`src/rtl/uart_link_responder_if.sv`:
```
// UART-side byte interface of uart_link_responder.
// Carries the receiver byte and error levels in, and the transmitter write strobe and byte out.
interface uart_link_responder_if;
    logic [7:0] Rx_DATA;
    logic       Rx_VALID;
    logic       Rx_PERROR;
    logic       Rx_FERROR;
    logic       TX_BUSY;
    logic [7:0] Tx_DATA;
    logic       Tx_WR;

    modport master (
        output Rx_DATA, Rx_VALID, Rx_PERROR, Rx_FERROR, TX_BUSY,
        input  Tx_DATA, Tx_WR
    );

    modport slave (
        input  Rx_DATA, Rx_VALID, Rx_PERROR, Rx_FERROR, TX_BUSY,
        output Tx_DATA, Tx_WR
    );
endinterface

```
`src/rtl/uart_link_responder.sv`:
```
// Byte-command responder behind a UART: ping, register read and register write, each answered with one byte.
// Optional inter-byte timeout in GET_ADDR/GET_DATA is enabled by defining UART_RESP_TIMEOUT_EN.
module uart_link_responder #(
    parameter int NREG           = 4,
    parameter int TIMEOUT_CYCLES = 1000000
) (
    input  logic                 give_clk,
    input  logic                 give_reset,
    uart_link_responder_if.slave bus,
    output logic [8*NREG-1:0]    reg_out,
    output logic [NREG-1:0]      reg_wr
);
    localparam logic [7:0] CMD_PING  = 8'h50;
    localparam logic [7:0] CMD_READ  = 8'h52;
    localparam logic [7:0] CMD_WRITE = 8'h57;
    localparam logic [7:0] ACK       = 8'h06;
    localparam logic [7:0] NAK       = 8'h15;
    localparam int         ADDR_W    = (NREG > 1) ? $clog2(NREG) : 1;
    localparam logic [7:0] NREG_BYTE = 8'(NREG);

    typedef enum logic [2:0] {
        IDLE,
        GET_ADDR,
        GET_DATA,
        EXEC,
        SEND,
        WAIT_HI,
        WAIT_LO
    } state_t;

    state_t            state;
    state_t            state_next;
    logic              valid_prev;
    logic              perr_prev;
    logic              ferr_prev;
    logic              byte_rise;
    logic              err_rise;
    logic              is_write;
    logic              is_write_next;
    logic [ADDR_W-1:0] addr;
    logic [ADDR_W-1:0] addr_next;
    logic [ADDR_W-1:0] rx_addr;
    logic [7:0]        resp;
    logic [7:0]        resp_next;
    logic              reg_load;
    logic              tx_load;
    logic              tx_strobe;
    logic [7:0]        tx_data;
    logic              tx_wr;
    logic [7:0]        regs [NREG];

    assign byte_rise = bus.Rx_VALID & ~valid_prev;
    assign err_rise  = (bus.Rx_PERROR & ~perr_prev) | (bus.Rx_FERROR & ~ferr_prev);
    assign rx_addr   = bus.Rx_DATA[ADDR_W-1:0];

`ifdef UART_RESP_TIMEOUT_EN
    localparam int TW = $clog2(TIMEOUT_CYCLES + 1);

    logic [TW-1:0] idle_count;
    logic          timeout_hit;

    // Counts clocks spent waiting for an operand byte; any accepted byte or error edge restarts it.
    always_ff @(posedge give_clk) begin
        if (give_reset) begin
            idle_count <= '0;
        end else if ((state == GET_ADDR || state == GET_DATA) && !byte_rise && !err_rise && !timeout_hit) begin
            idle_count <= idle_count + 1'b1;
        end else begin
            idle_count <= '0;
        end
    end

    assign timeout_hit = (idle_count == TW'(TIMEOUT_CYCLES - 1));
`endif

    always_ff @(posedge give_clk) begin
        if (give_reset) begin
            state <= IDLE;
        end else begin
            state <= state_next;
        end
    end

    always_comb begin
        state_next    = state;
        is_write_next = is_write;
        addr_next     = addr;
        resp_next     = resp;
        reg_load      = 1'b0;
        tx_load       = 1'b0;
        tx_strobe     = 1'b0;
        unique case (state)
            IDLE: begin
                if (err_rise) begin
                    resp_next  = NAK;
                    state_next = EXEC;
                end else if (byte_rise) begin
                    case (bus.Rx_DATA)
                        CMD_PING: begin
                            resp_next  = ACK;
                            state_next = EXEC;
                        end
                        CMD_READ, CMD_WRITE: begin
                            is_write_next = (bus.Rx_DATA == CMD_WRITE);
                            state_next    = GET_ADDR;
                        end
                        default: begin
                            resp_next  = NAK;
                            state_next = EXEC;
                        end
                    endcase
                end
            end
            GET_ADDR: begin
                if (err_rise) begin
                    resp_next  = NAK;
                    state_next = EXEC;
                end else if (byte_rise) begin
                    if (bus.Rx_DATA >= NREG_BYTE) begin
                        resp_next  = NAK;
                        state_next = EXEC;
                    end else if (is_write) begin
                        addr_next  = rx_addr;
                        state_next = GET_DATA;
                    end else begin
                        resp_next  = regs[rx_addr];
                        state_next = EXEC;
                    end
                end
`ifdef UART_RESP_TIMEOUT_EN
                else if (timeout_hit) begin
                    state_next = IDLE;
                end
`endif
            end
            GET_DATA: begin
                if (err_rise) begin
                    resp_next  = NAK;
                    state_next = EXEC;
                end else if (byte_rise) begin
                    reg_load   = 1'b1;
                    resp_next  = ACK;
                    state_next = EXEC;
                end
`ifdef UART_RESP_TIMEOUT_EN
                else if (timeout_hit) begin
                    state_next = IDLE;
                end
`endif
            end
            EXEC: begin
                tx_load    = 1'b1;
                state_next = SEND;
            end
            SEND: begin
                if (!bus.TX_BUSY) begin
                    tx_strobe  = 1'b1;
                    state_next = WAIT_HI;
                end
            end
            WAIT_HI: begin
                if (bus.TX_BUSY) begin
                    state_next = WAIT_LO;
                end
            end
            WAIT_LO: begin
                if (!bus.TX_BUSY) begin
                    state_next = IDLE;
                end
            end
            default: begin
                state_next = IDLE;
            end
        endcase
    end

    // Edge history keeps tracking in every state so a level held through a response is never re-accepted.
    always_ff @(posedge give_clk) begin
        if (give_reset) begin
            valid_prev <= 1'b0;
            perr_prev  <= 1'b0;
            ferr_prev  <= 1'b0;
            is_write   <= 1'b0;
            addr       <= '0;
            resp       <= '0;
            tx_data    <= '0;
            tx_wr      <= 1'b0;
            reg_wr     <= '0;
            for (int i = 0; i < NREG; i++) begin
                regs[i] <= '0;
            end
        end else begin
            valid_prev <= bus.Rx_VALID;
            perr_prev  <= bus.Rx_PERROR;
            ferr_prev  <= bus.Rx_FERROR;
            is_write   <= is_write_next;
            addr       <= addr_next;
            resp       <= resp_next;
            tx_wr      <= tx_strobe;
            reg_wr     <= '0;
            if (tx_load) begin
                tx_data <= resp;
            end
            if (reg_load) begin
                regs[addr] <= bus.Rx_DATA;
                reg_wr     <= NREG'(1) << addr;
            end
        end
    end

    assign bus.Tx_DATA = tx_data;
    assign bus.Tx_WR   = tx_wr;

    for (genvar g = 0; g < NREG; g++) begin : g_reg_out
        assign reg_out[8*g +: 8] = regs[g];
    end
endmodule

```
`src/flat_wrapper.sv`:
```
// flat-port wrapper written by rule: the top's interface ports become plain ports
module uart_link_responder_flat 
#(
    parameter int NREG           = 4,
    parameter int TIMEOUT_CYCLES = 1000000
)
  (give_clk, give_reset, reg_out, reg_wr, bus_Rx_DATA, bus_Rx_VALID, bus_Rx_PERROR, bus_Rx_FERROR, bus_TX_BUSY, bus_Tx_DATA, bus_Tx_WR);
  uart_link_responder_if bus_i ();
  input  logic give_clk;
  input  logic give_reset;
  output logic [8*NREG-1:0] reg_out;
  output logic [NREG-1:0] reg_wr;
  input wire logic [$bits(bus_i.Rx_DATA)-1:0] bus_Rx_DATA;
  input wire logic [$bits(bus_i.Rx_VALID)-1:0] bus_Rx_VALID;
  input wire logic [$bits(bus_i.Rx_PERROR)-1:0] bus_Rx_PERROR;
  input wire logic [$bits(bus_i.Rx_FERROR)-1:0] bus_Rx_FERROR;
  input wire logic [$bits(bus_i.TX_BUSY)-1:0] bus_TX_BUSY;
  output wire logic [$bits(bus_i.Tx_DATA)-1:0] bus_Tx_DATA;
  output wire logic [$bits(bus_i.Tx_WR)-1:0] bus_Tx_WR;
  assign bus_i.Rx_DATA = bus_Rx_DATA;
  assign bus_i.Rx_VALID = bus_Rx_VALID;
  assign bus_i.Rx_PERROR = bus_Rx_PERROR;
  assign bus_i.Rx_FERROR = bus_Rx_FERROR;
  assign bus_i.TX_BUSY = bus_TX_BUSY;
  assign bus_Tx_DATA = bus_i.Tx_DATA;
  assign bus_Tx_WR = bus_i.Tx_WR;
  uart_link_responder #(.NREG(NREG), .TIMEOUT_CYCLES(TIMEOUT_CYCLES)) u_core (.give_clk(give_clk), .give_reset(give_reset), .bus(bus_i), .reg_out(reg_out), .reg_wr(reg_wr));
endmodule
```
`config.mk`:
```
export PLATFORM = sky130hd
export DESIGN_NAME = uart_link_responder_flat
export DESIGN_NICKNAME = d
export VERILOG_FILES = /design/src/rtl/uart_link_responder_if.sv /design/src/rtl/uart_link_responder.sv /design/src/flat_wrapper.sv
export SDC_FILE = /design/constraint.sdc
export NUM_CORES = 1
export LEC_CHECK = 0
export ABC_AREA = 1
export CORE_MARGIN = 2
export CORE_UTILIZATION = 35
export CTS_BUF_LIST = sky130_fd_sc_hd__clkbuf_8
export DETAILED_ROUTE_END_ITERATION = 12
export GPL_ROUTABILITY_DRIVEN = 0
export PLACE_DENSITY = 0.57
export SYNTH_ARGS = -nofsm -noshare
export SYNTH_HDL_FRONTEND = slang
export SYNTH_SLANG_ARGS = --single-unit
export TNS_END_PERCENT = 30
```
`constraint.sdc`:
```
create_clock -name give_clk -period 4.8 [get_ports give_clk]
set_input_delay 1.2 -clock give_clk [delete_from_list [all_inputs] [get_ports give_clk]]
set_output_delay 1.2 -clock give_clk [all_outputs]
set_load 0.01 [all_outputs]
```
== After elaboration in Yosys (flattened, before gate mapping) ==
Memories as Yosys holds them, arrays and structs flattened.
Cells that the tools add are included.

* Register bits: 30
* Memory bits (writable): 32
* Output and inout port bits: 45
* Logic and storage cells: 87
* Memories kept: 1

{| class="wikitable"
|+ Memories
! memory !! words !! bits a word !! read ports !! clocked after memory_dff !! write ports !! RTL line !! text
|-
| u_core.regs || 4 || 8 || 5 || 0 || 4 || uart_link_responder.sv:50 || <nowiki>logic [7:0] regs [NREG];</nowiki>
|}

* Magnitude comparators: 1
* Equal/unequal tests: 17
* Shift operators: 1
* Multiplexer cells: 36
* Bitwise logic cells: 11
* Reductions and logical operators: 10

{| class="wikitable"
|+ Operators by type and width
! kind !! count
|-
| two-way mux 8 bit || 9
|-
| two-way mux 3 bit || 10
|-
| == test 8 x 7 -> 1 bit (second input constant) || 3
|-
| case mux 8 bit (3 select lines) || 1
|-
| case mux 3 bit (7 select lines) || 1
|-
| case mux 8 bit (2 select lines) || 1
|-
| two-way mux 1 bit || 12
|-
| AND reduction 6 bit || 2
|-
| == test 3 bit (second input constant) || 3
|-
| inequality test 3 x 1 -> 1 bit (second input constant) || 3
|-
| >= comparator 8 x 3 -> 1 bit (second input constant) || 1
|-
| OR reduction 8 bit || 1
|-
| NOT 1 bit || 7
|-
| == test 3 x 2 -> 1 bit (second input constant) || 2
|-
| inequality test 2 bit (second input constant) || 3
|-
| OR reduction 2 bit || 3
|-
| AND reduction 5 bit || 1
|-
| two-way mux 2 bit || 2
|-
| inequality test 4 x 3 -> 1 bit (second input constant) || 1
|-
| AND reduction 4 bit || 1
|-
| << shifter 1 x 2 -> 4 bit (first input constant) || 1
|-
| AND 1 bit || 3
|-
| == test 3 x 1 -> 1 bit (second input constant) || 1
|-
| logical NOT 3 bit || 1
|-
| 3 further kinds || 3
|}

== Longest topological paths before layout ==
* Depth in word-level cells: 10
* Gate-level depth with buffers: 11
* Gate-level depth less buffers: 9

== Least setup slack after synthesis ==
Ideal clock, no wire load.

* Path kind: input to register
* Start point: input port bus_Rx_FERROR
* End point: memory u_core.regs[3][0] (enable)
* Arrival time: 2.335 ns
* Data required time: 4.413 ns
* Path slack: 2.078 ns
* Stages: 5
* Cells stage by stage: nand2_1 nand2_1 inv_2 nand3_1 o31ai_1

{| class="wikitable"
|+ RTL lines
! item !! RTL line !! text
|-
| start, declared || flat_wrapper.sv:16 || <nowiki>input wire logic [$bits(bus_i.Rx_FERROR)-1:0] bus_Rx_FERROR;</nowiki>
|-
| end, declared || uart_link_responder.sv:50 ||
|}

==> impl_metrics.csv <==
group,metric,value,unit
sta,layout_min_cycle_time,3120,ps
synth,post_synth_mux_area_share,0,
clock_tree,cts_resized,0,
global_route,grt_pass1_vias,2485,
run,max-cap-violations,0,
global_route,number_of_antenna_violations_at_the_first_check_in_global_routing,0,
floorplanning,core.rowCount,33,
clock_tree,cts_max_level,3,
cells_and_area,layout.area.seq,0.00156,sq mm
cells_and_area,layout-area-overhead-vs-synth,29.3,%
global_route,gr-usage-met3,0.0351,
clock_tree,worst_skew_pair.late_latency,330,ps
synth,synth_compound_gate_area_share,0.0763,
floorplanning,initial_utilization,0.357,
synth,synth-seq-cells,62,
global_route,grt_pass1_wl,12200,microns
synth,xor_xnor_cell_area_share_of_the_yosys_netlist,0,
synth,synth_top_family_by_area,"simple AND/OR/NAND/NOR gates",
drt,avgRoutedWirePerCell,14.1,microns
sta,rsz0062_at_grt,"no",
sta,fmax,0.320,GHz
drt,routed-via-count,2498,
critical_path,r2r_start,"u_core.state[2]$_SDFFE_PP0P_",
floorplanning,io-pin-count,59,
sta,finalSetupViolations,0,
cells_and_area,nets,438,
min_path,hold_path.startpoint,"u_core.resp[6]$_SDFFE_PP0P_",
drt,vias_per_instance,4.68,
global_route,grt_remaining_overflow,0,
synth,average_footprint_of_a_synthesized_cell,8.00,sq um
sta,totalNegativeSetupSlack,0,ps
synth,ys.flop_type,"edfxtp_1",
place,place.port_buffers,58,
sta,report.final.hold_viol_count,0,
global_route,global_route.usage.total,0.182,
pwr,power_density,347,mW/mm^2
drt,ant_nets,0,
synth,syn_nets,375,
critical_path,critical_path.max_fanout,23,
cells_and_area,layout.cells.most_common,"nor2_1",
place,post-dp-hpwl,5600,microns
clock_tree,tritoncts,"done",
synth,synth_top_cell_area_share,0.333,
sta,worstMarginPinSlew,715,ps
critical_path,r2r.worst_path.cells,7,
clock_tree,clk_transition_reported_paths,60,ps
cells_and_area,nFillCells,816,
critical_path,reg_to_reg_setup_timing_slack,2760,ps
clock_tree,cts.repair_timing.setup_buffer_count,0,
clock_tree,cts_hold_repair.buffers,0,
floorplanning,die_height,94.8,microns
floorplanning,dieWidth,94.8,microns
clock_tree,clockBufferDepth,2,
synth,synth-edff-count,32,
drt,firstDrtPassIters,4,
synth,netlist-cell-type-count,24,
synth,syn_inst,361,
cells_and_area,n_antenna_cell,0,
synth,netlist.top_cell.by_area,"edfxtp_1",
sta,finalCritPeriodShare,0.651,
synth,synthArstFlopShare,0,
floorplanning,dieArea,0.00899,sq mm
min_path,timing.hold.worst.class,"reg -> reg",
synth,seq_total_area_yosys,0.541,
pwr,power.leakage,1.59,nW
drt,dr.first_iter.drc_count,195,
drt,detail_route.drc_violations,0,
min_path,worst_hold_path.endpoint,"u_core.bus.Tx_DATA[6]$_SDFFE_PP0P_",
global_route,busiest_layer,"met2",
cells_and_area,layout-drive-gt1-share,0.0909,
drt,drt-total-wl,7540,microns
clock_tree,clkSinkCount,62,
critical_path,critPathLaunchType,"input port",
sta,finalMaxSlewViolations,0,
cells_and_area,layout_common_cells,"74 x nor2_1, 72 x nand2_1, 58 x clkdlybuf4s50_1",
cells_and_area,fin_util,0.461,
synth,synthesized_area_fraction_occupied_by_adder_cells,0,
critical_path,critPathLaunch,"give_reset",
critical_path,criticalPathCategory,"in -> reg",
sta,timing.clock.skew,9.46,ps
outcome,status,"complete, no violations",
critical_path,critical_path.reg2reg.endpoint,"u_core.regs[2][7]$_SDFFCE_PN0P_",
min_path,hold_depth,2,
synth,yosysWarningCount,0,
sta,timing.slew.headroom,0.522,
clock_tree,cts_root_buf,"clkbuf_8",
critical_path,worst-endpoint-required,4800,ps
synth,synthSimpleGateAreaFrac,0.295,
cells_and_area,area_occupied_by_multi_input_gates,0.00107,sq mm
critical_path,crit_arrival,3130,ps
critical_path,worstSetupEndpointType,"flip-flop",
floorplanning,design.core.area,0.00809,sq mm
clock_tree,cts-buffers-inserted,9,
synth,synth.cell_area,0.00289,sq mm
pwr,vdd.ir_drop.worst,0.176,mV
global_route,grtUsageMet2,0.284,
global_route,global_route_track_usage_on_met1,0.240,
global_route,grt_start_max_net_pins,24,
synth,yosys-top-cells-area,"edfxtp_1 33%, dfxtp_1 21%, nor2_1 9.6%",
state kept, by name, summed over array words and instances (netlist names):
name,flops
u_core.regs,32
u_core.bus.Tx_DATA,8
u_core.resp,8
u_core.reg_wr,4
u_core.state,3
u_core.addr,2
u_core.bus.Tx_WR,1
u_core.ferr_prev,1
u_core.is_write,1
u_core.perr_prev,1
u_core.valid_prev,1
layout make-up:
| type | count | share of cell area |
|---|---|---|
| Timing Repair Buffer | 62 | 0.164 |
| Clock buffer | 9 | 0.0332 |
| Sequential cell | 62 | 0.418 |
| Inverter | 53 | 0.0533 |
| Tap cell | 105 | 0.0352 |
| Multi-Input combinational cell | 236 | 0.287 |
| Clock inverter | 7 | 0.00905 |
layer usage:
layer	up-vias	wire, microns
li1	1271	-
met1	1153	3510
met2	68	3520
met3	6	409
met4	0	102
met5	-	0
cells in the mapped netlist, types with 4 or more instances:
master	n
nand2_2	7
nand3_1	21
a21oi_1	21
inv_2	6
dfxtp_1	30
nand2_1	72
clkbuf_1	4
nor2_2	4
o21ai_0	17
nor3_1	9
inv_1	47
nor2_1	74
edfxtp_1	32
where the power goes:
group	internal [mW]	switching [mW]	total [mW]
clock network	0.179	0.196	0.375
registers	0.604	0.0285	0.632
logic	0.112	0.176	0.288
total	0.894	0.400	1.29
critical path, stage by stage:
cell,delay [ps]
clkdlybuf4s50_1,550
inv_1,100
buf_4,270
nand4_4,300
nor2_2,220
nand2_2,160
nand2_1,300
logic make-up after synthesis:
| family | count (synthesis) |
|---|---|
| AOI/OAI and AO/OA | 43 |
| buffers and inverters | 63 |
| DFF | 62 |
| and+or+nand+nor | 193 |
metrics by stage:
step           setup WS, ps  hold WS, ps  cells  power [mW]  area, sq um
2_1_floorplan          2080          430    361       0.832         2890
3_3_place_gp           1400          440    518       0.929         3570
3_5_place_dp           1340          444    518       0.931         3570
4_1_cts                1670          453    534        1.30         3730
5_1_grt                1450          469    534        1.37         3730
6_report               1680          450    534        1.29         3730
worst max-delay path by stage:
stage	endpoint	cells after the start
finish	u_core.regs[2][7]$_SDFFCE_PN0P_	7
global route	u_core.regs[2][4]$_SDFFCE_PN0P_	7
CTS	u_core.regs[0][7]$_SDFFCE_PN0P_	7
detailed placement	u_core.regs[0][3]$_SDFFCE_PN0P_	7
global placement	u_core.regs[0][3]$_SDFFCE_PN0P_	7
floorplan	u_core.regs[3][0]$_DFFE_PP_	5
(Power assumes the default switching activity.)
